**src/rtl/mem_arbiter_pkg.sv**
```systemverilog
// -----------------------------------------------------------------------------
// mem_arbiter_pkg
// Shared constants for the two-requester memory arbiter:
//   - FSM state encodings (2 bits)
//   - owner IDs recorded at acceptance (IF = 0, LSU = 1)
//   - default datapath width
//   - grant-vector bit positions and a grant-to-owner helper
// Optional feature macro used by the arbiter files: MEM_ARB_RR_EN
// -----------------------------------------------------------------------------
package mem_arbiter_pkg;

  localparam int XLEN_DEF = 64;

  typedef enum logic [1:0] {
    ARB_IDLE = 2'd0,
    ARB_REQ  = 2'd1,
    ARB_WAIT = 2'd2,
    ARB_RESP = 2'd3
  } arb_state_e;

  localparam logic ARB_OWN_IF  = 1'b0;
  localparam logic ARB_OWN_LSU = 1'b1;

  // Bit positions inside the one-hot grant vector
  localparam int GNT_IF  = 0;
  localparam int GNT_LSU = 1;

  // Map a one-hot grant to the owner ID that is recorded at acceptance
  function automatic logic gnt_owner(input logic [1:0] gnt);
    return (gnt[GNT_LSU] && !gnt[GNT_IF]) ? ARB_OWN_LSU : ARB_OWN_IF;
  endfunction

endpackage

```
**src/rtl/mem_arbiter_arb_pick.sv**
```systemverilog
// -----------------------------------------------------------------------------
// arb_pick
// Combinational 2-way picker producing a one-hot grant.
// Macro MEM_ARB_RR_EN:
//   defined   - on contention grant the requester that was not granted last
//               (i_last_own port exists only in this build)
//   undefined - fixed priority, LSU over IF
// Ports:
//   i_if_valid   IF request valid
//   i_lsu_valid  LSU request valid
//   i_last_own   owner of the previous grant (round-robin build only)
//   o_grant      one-hot grant, bit GNT_IF / GNT_LSU
// -----------------------------------------------------------------------------
module arb_pick
  import mem_arbiter_pkg::*;
(
  input  logic       i_if_valid,
  input  logic       i_lsu_valid,
`ifdef MEM_ARB_RR_EN
  input  logic       i_last_own,
`endif
  output logic [1:0] o_grant
);

  // Grant selection; only the contended case depends on the build option
  always_comb begin
    o_grant = 2'b00;
    if (i_lsu_valid && i_if_valid) begin
`ifdef MEM_ARB_RR_EN
      if (i_last_own == ARB_OWN_LSU) begin
        o_grant[GNT_IF] = 1'b1;
      end else begin
        o_grant[GNT_LSU] = 1'b1;
      end
`else
      o_grant[GNT_LSU] = 1'b1;
`endif
    end else if (i_lsu_valid) begin
      o_grant[GNT_LSU] = 1'b1;
    end else if (i_if_valid) begin
      o_grant[GNT_IF] = 1'b1;
    end else begin
      o_grant = 2'b00;
    end
  end

endmodule

```
**src/rtl/mem_arbiter.sv**
```systemverilog
// -----------------------------------------------------------------------------
// mem_arbiter
// Shares one memory port between instruction fetch (read-only) and the LSU.
// One transaction at a time: IDLE (arbitrate/accept) -> REQ (hold request
// until mem ready) -> WAIT (until mem response) -> RESP (one-cycle strobe to
// the owner) -> IDLE.
// Macro MEM_ARB_RR_EN: round-robin arbitration on contention (default build:
// fixed priority LSU over IF, no pointer register).
// Ports:
//   clk, rst                      clock, async active-high reset
//   if_*                          IF request/ready, response strobe and data
//   lsu_*                         LSU request (we/addr/wdata/mask)/ready,
//                                 response strobe and data (0 for stores)
//   mem_*                         memory request/ready, response/data
//   busy_o                        registered, high whenever not in IDLE
// -----------------------------------------------------------------------------
module mem_arbiter
  import mem_arbiter_pkg::*;
#(
  parameter int XLEN   = XLEN_DEF,
  parameter int MASK_W = XLEN / 8
) (
  input  logic              clk,
  input  logic              rst,
  input  logic              if_req_valid_i,
  input  logic [XLEN-1:0]   if_addr_i,
  output logic              if_req_ready_o,
  output logic              if_resp_valid_o,
  output logic [XLEN-1:0]   if_rdata_o,
  input  logic              lsu_req_valid_i,
  input  logic              lsu_we_i,
  input  logic [XLEN-1:0]   lsu_addr_i,
  input  logic [XLEN-1:0]   lsu_wdata_i,
  input  logic [MASK_W-1:0] lsu_mask_i,
  output logic              lsu_req_ready_o,
  output logic              lsu_resp_valid_o,
  output logic [XLEN-1:0]   lsu_rdata_o,
  output logic              mem_req_valid_o,
  input  logic              mem_req_ready_i,
  output logic              mem_we_o,
  output logic [XLEN-1:0]   mem_addr_o,
  output logic [XLEN-1:0]   mem_wdata_o,
  output logic [MASK_W-1:0] mem_mask_o,
  input  logic              mem_resp_valid_i,
  input  logic [XLEN-1:0]   mem_rdata_i,
  output logic              busy_o
);

  arb_state_e        r_state;
  arb_state_e        w_state_nxt;
  logic              r_busy;
  logic              r_owner;
  logic              r_we;
  logic [XLEN-1:0]   r_addr;
  logic [XLEN-1:0]   r_wdata;
  logic [MASK_W-1:0] r_mask;
  logic [XLEN-1:0]   r_rdata;
  logic [1:0]        w_grant;
  logic              w_accept;
`ifdef MEM_ARB_RR_EN
  logic              r_last_own;
`endif

  arb_pick u_pick (
    .i_if_valid  (if_req_valid_i),
    .i_lsu_valid (lsu_req_valid_i),
`ifdef MEM_ARB_RR_EN
    .i_last_own  (r_last_own),
`endif
    .o_grant     (w_grant)
  );

  // State register; busy is registered from the next state so it tracks r_state
  always_ff @(posedge clk or posedge rst) begin
    if (rst) begin
      r_state <= ARB_IDLE;
      r_busy  <= 1'b0;
    end else begin
      r_state <= w_state_nxt;
      r_busy  <= (w_state_nxt != ARB_IDLE);
    end
  end

  // Next-state logic and combinational accept/ready in IDLE
  always_comb begin
    w_state_nxt     = r_state;
    w_accept        = 1'b0;
    if_req_ready_o  = 1'b0;
    lsu_req_ready_o = 1'b0;
    case (r_state)
      ARB_IDLE: begin
        if (w_grant != 2'b00) begin
          w_accept        = 1'b1;
          if_req_ready_o  = w_grant[GNT_IF];
          lsu_req_ready_o = w_grant[GNT_LSU];
          w_state_nxt     = ARB_REQ;
        end else begin
          w_state_nxt = ARB_IDLE;
        end
      end
      ARB_REQ: begin
        if (mem_req_ready_i) begin
          w_state_nxt = ARB_WAIT;
        end else begin
          w_state_nxt = ARB_REQ;
        end
      end
      ARB_WAIT: begin
        if (mem_resp_valid_i) begin
          w_state_nxt = ARB_RESP;
        end else begin
          w_state_nxt = ARB_WAIT;
        end
      end
      ARB_RESP: w_state_nxt = ARB_IDLE;
      default:  w_state_nxt = ARB_IDLE;
    endcase
  end

  // Request latch: captured only at acceptance; IF reads use we=0, full mask
  always_ff @(posedge clk or posedge rst) begin
    if (rst) begin
      r_owner <= ARB_OWN_IF;
      r_we    <= 1'b0;
      r_addr  <= {XLEN{1'b0}};
      r_wdata <= {XLEN{1'b0}};
      r_mask  <= {MASK_W{1'b0}};
    end else if (w_accept) begin
      r_owner <= gnt_owner(w_grant);
      if (w_grant[GNT_LSU]) begin
        r_we    <= lsu_we_i;
        r_addr  <= lsu_addr_i;
        r_wdata <= lsu_wdata_i;
        r_mask  <= lsu_mask_i;
      end else begin
        r_we    <= 1'b0;
        r_addr  <= if_addr_i;
        r_wdata <= {XLEN{1'b0}};
        r_mask  <= {MASK_W{1'b1}};
      end
    end
  end

  // Response data latch; stores return zero, responses outside WAIT are dropped
  always_ff @(posedge clk or posedge rst) begin
    if (rst) begin
      r_rdata <= {XLEN{1'b0}};
    end else if ((r_state == ARB_WAIT) && mem_resp_valid_i) begin
      r_rdata <= r_we ? {XLEN{1'b0}} : mem_rdata_i;
    end
  end

`ifdef MEM_ARB_RR_EN
  // Round-robin pointer: starts IF-last so LSU is favoured first
  always_ff @(posedge clk or posedge rst) begin
    if (rst) begin
      r_last_own <= ARB_OWN_IF;
    end else if (w_accept) begin
      r_last_own <= gnt_owner(w_grant);
    end
  end
`endif

  assign mem_req_valid_o  = (r_state == ARB_REQ);
  assign mem_we_o         = r_we;
  assign mem_addr_o       = r_addr;
  assign mem_wdata_o      = r_wdata;
  assign mem_mask_o       = r_mask;
  assign if_resp_valid_o  = (r_state == ARB_RESP) && (r_owner == ARB_OWN_IF);
  assign lsu_resp_valid_o = (r_state == ARB_RESP) && (r_owner == ARB_OWN_LSU);
  assign if_rdata_o       = r_rdata;
  assign lsu_rdata_o      = r_rdata;
  assign busy_o           = r_busy;

endmodule

```
**config.mk**
```make
export PLATFORM = sky130hd
export DESIGN_NAME = mem_arbiter
export DESIGN_NICKNAME = d
export VERILOG_FILES = /design/src/rtl/mem_arbiter_pkg.sv /design/src/rtl/mem_arbiter_arb_pick.sv /design/src/rtl/mem_arbiter.sv
export SDC_FILE = /design/constraint.sdc
export NUM_CORES = 1
export LEC_CHECK = 0
export CORE_AREA = 2 2 213 215
export DETAILED_ROUTE_END_ITERATION = 16
export DIE_AREA = 0 0 215 217
export PLACE_DENSITY = 0.57
export SYNTH_ARGS = -nofsm -noshare
export SYNTH_HDL_FRONTEND = slang
export SYNTH_HIERARCHICAL = 1
export SYNTH_SLANG_ARGS = --single-unit
```
**constraint.sdc**
```tcl
create_clock -name clk -period 9.5 [get_ports clk]
set_input_delay 1.425 -clock clk [delete_from_list [all_inputs] [get_ports clk]]
set_output_delay 1.425 -clock clk [all_outputs]
set_load 0.03 [all_outputs]
```
After elaboration in Yosys (flattened, before gate mapping)
Index checks and enable logic that the tools add are counted.

storage, ports and cells
  register bits after elaboration = 205
  logic and storage cells = 42

operators by class
  reduce and logical (&&, ||, !) cells = 9
  bitwise logic cells = 1
  mux-type cells = 21
  equality and inequality tests = 3

operators with widths
  cell                  number
  $mux W64              3
  $mux W1               15
  $mux W8               1
  $pmux W2 S4           1
  $logic_and A1 B1 Y1   5
  $eq A2 B2 Y1 const B  2
  $reduce_bool A2 Y1    2
  $eq A2 B1 Y1 const B  1
  $logic_not A2 Y1      1
  $mux W2               1
  $logic_not A1 Y1      1
  $not A1 Y1            1

Logic depth before layout (Yosys ltp)
  depth after elaboration = 7
  depth in mapped cells = 6
  depth with buffers taken out = 5

Cells and area by module
The synthesis kept the hierarchy.

by module, submodules not included
  module       area each (um^2)  cells each  times used  sequential area each (um^2)
  mem_arbiter  9482.8            732         1           5129.9
  arb_pick     10.0              2           1           0.0

Worst setup path before layout
Ideal clock, no wire load.

  path kind = in2out
  start = input lsu_req_valid_i
  end = output lsu_req_ready_o
  required time = 8.075 ns
  stages = 4
  path slack = 5.969 ns
  arrival = 2.106 ns
  cells stage by stage = clkbuf_1 -> nand2_2 -> inv_2 -> buf_2

between the ends
  cells in the longest elaborated chain, start to end = 5

RTL lines
  element                                                line                                                    source
  from (decl)                                            mem_arbiter.sv:30                                       input logic lsu_req_valid_i,
  $mux W1 / $logic_and A1 B1 Y1 (equally long branches)  mem_arbiter_arb_pick.sv:38, mem_arbiter_arb_pick.sv:28
  $mux W1                                                mem_arbiter_arb_pick.sv:28                              if (i_lsu_valid && i_if_valid) begin
  $reduce_bool A2 Y1                                     mem_arbiter.sv:92                                       if (w_grant != 2'b00) begin
  $mux W1 (*)                                            mem_arbiter.sv:92
  $mux W1 (*)                                            mem_arbiter.sv:90                                       case (r_state)
  to (decl)                                              mem_arbiter.sv:35                                       output logic lsu_req_ready_o,

Mark *: on every way between the ends. The rest lies on a longest branch, timed or not.

Worst setup path after layout
Ends and elaborated chain as after synthesis.

==> results.md <==
* Vias per inst at 3.95
* I/O Buffers at 541
* Clock Sinks at 205
* CTS tree: yes
* Row cnt at 78
* Number of global-route vias before repair at 7,652
* Min Hold Slack at 0.500 ns
* Share of cells above drive strength 1 at approximately 13%
* Dpl cells at 1,768
* Area share of the largest cell type after synthesis at 54.0%
* # hold bufs at CTS at 0
* Leak pwr at 6.60 nW
* PwrDens at 369 mW/mm^2
* Final ANT Viol Nets at 0
* Remaining global-route overflow at 0
* Clk_lat worst skew at around 0.53 ns
* Most common cell after layout, fill and taps aside: clkdlybuf4s50_1
* Synth warn at 6
* First-pass GRT wire length at 46,300 um
* Status: complete, no violations
* Sequential area share after synthesis at 54.0%
* Final instance area at 0.0156 sq mm
* Commonest cells after routing, fill and taps aside: 540 x clkdlybuf4s50_1, 204 x dfrtp_1, 98 x mux2_4
* Clock-pin slew on the worst setup and hold paths at roughly 0.060 ns
* CP endpoint kind: output port
* Initial antenna violation count at 3
* Gp weighted congestion at 0.807
* F_max at 0.211 GHz
* Arr. time, crit path at 3.32 ns
* Syn Nets at around 1,000
* Synth cell types at 29
* Routed len/inst at 16.9 um
* Final clock skew at 0.0158 ns
* Total CTS buffers at 24
* Clk buf depth at 3
* Iter 0 DRT Violations at roughly 320
* Hold Path Class: reg2reg
* Cell Area, Placed at between 0.01 and 0.015 sq mm
* Setup Viol. Count Final at 0
* Filler cells at 4,531
* Cell Area, Synth at 0.00949 sq mm
* TritonRoute pass-1 iters at 4
* Root buffer cell: clkbuf_16
* Ports at 542
* Resize count post-CTS at 0
* Post-Layout Cell Count at 1,814
* Die area at approximately 0.047 sq mm
* Dominant cell type by area after synthesis: dfrtp_1
* Postcts setup bufs at 0
* Final Hold Vio Count at 0
* Main area contributors after synthesis: dfrtp_1 54%, mux2_4 16%, a22o_1 6.0%
* Max-slew violation total from the final report at 0
* Fin crit period at 4.74 ns
* Max VDD drop at just over 0.2 mV
* NumNets Final at 1,465
* RSZ-0062 raised after global routing: no
* Syn Inst Count at 734
* Crit-path max FO at 67
* Pin slew with the least headroom to its limit at 1.03 ns
* Syn_area_per_cell at 12.9 sq um
* Core Box Area at 0.0447 sq mm
* Slew headroom at 31.4%
* Final period util at 49.9%
* DR vias at around 7,200
* Routed wire length at 30,700 um
* Area grow syn2layout at 64.8%
* Residual DRC at 0
* #FFs+latches synth at 205
* Critical path data required time at 8.08 ns
* Setup Crit Path Kind: in2out
* GRT Util Overall at 12.7%
* Die W at 215 um
* Max-Cap Viols at 0
* Die Span Y at 217 um
* Initial core utilization at a little over a fifth
* Setup TNS at 0 ns
* Hpwl dp at roughly 23,000 um
* Max H-tree Level at 1
* Largest net degree at the start of global routing at 112
* Startpoint types: input port
==> area by class of cell <==
type | count | area [sq um] | share of cell area, %
flip-flops and latches | 205 | 5130 | 32.8
repair buffers | 549 | 5470 | 35.0
inverters | 4 | 22.5 | 0.144
multi-input cells | 410 | 3530 | 22.6
diodes | 2 | 5.00 | 0.0320
clock buffers | 37 | 689 | 4.41
clock inverters | 7 | 46.3 | 0.296
well taps | 600 | 751 | 4.80
==> worst paths after layout <==
check | from | endpoint | slack (ns) | cells after the start
worst max register to register | r_state[1] | if_rdata_o[26] | 6.98 | 3
min in group asynchronous | rst | mem_addr_o[33] | 1.41 | 2
max in group asynchronous | rst | if_rdata_o[15] | 6.78 | 3
worst max-delay path | lsu_req_valid_i | lsu_req_ready_o | 4.76 | 5
worst min-delay path | mem_wdata_o[14] | mem_wdata_o[14] | 0.50 | 1
worst min register to register | mem_wdata_o[14] | mem_wdata_o[14] | 0.50 | 1
==> kinds of logic (layout without fill, tap and decap cells) <==
group	count (synthesis)	count (layout)	synth area share (%)
flip-flops	205	205	54.0
AO/OA/AOI/OAI	142	142	10.5
AND/OR/NAND/NOR	140	140	7.49
multiplexers	128	128	19.1
buffers and inverters	119	597	8.94
other	0	2	0
==> synth_stat cells <==
master and count:
o21a_1 1, nor2_1 3, o21ai_2 1, clkbuf_2 1, and3_1 1, and2_1 1, nand2b_1 64, mux2_4 98
dfrtp_1 205, mux2_2 6, o21ai_0 58, buf_4 68, inv_1 3, nor2_4 1, a22o_1 65, nand2_1 65
o21ai_1 8, nor3_1 1, nand3b_1 1, o311ai_1 1, nand2_2 1, buf_2 14, buf_6 17, mux2_1 24
buf_1 2, inv_2 1, nor2b_1 2, clkbuf_1 13, o22a_1 8
==> registers in the layout, summed over array words and instances (netlist names) <==
signal       cells
busy_o           1
r_state          2
mem_addr_o      64
mem_wdata_o     64
if_rdata_o      64
mem_we_o         1
mem_mask_o       8
r_owner          1
==> critical path, cell delays in order <==
cell and delay (ns):
buf_4 0.23, nand2_2 0.19, inv_2 0.07, buf_4 0.54
clkdlybuf4s50_1 0.80
==> report_power, final <==
part	internal [W]	switching, W
logic	0.00150	0.00180
clock network	0.000499	0.000367
registers	0.00130	0.000307
==> per-stage QoR <==
step / worst slack [ns] / power (W) / utilization (%)
after CTS: 4.76 / 0.00585 / 35.0
after floorplan: 2.48 / 0.00367 / -
after global placement: 4.76 / 0.00492 / 33.4
after global routing: 4.65 / 0.00605 / 35.0
final: 4.76 / 0.00577 / 35.0
after detailed placement: 4.76 / 0.00495 / 33.4
==> layer usage <==
layer	vias up	GRT usage (%)	part of all wire [%]
met4	2	4.76	2.9
met3	47	3.31	7.3
met2	297	22.0	49
li1	3400	-	-
met5	-	0	0.042
met1	3422	15.0	41
No activity file was read; power rests on OpenSTA's default activity.
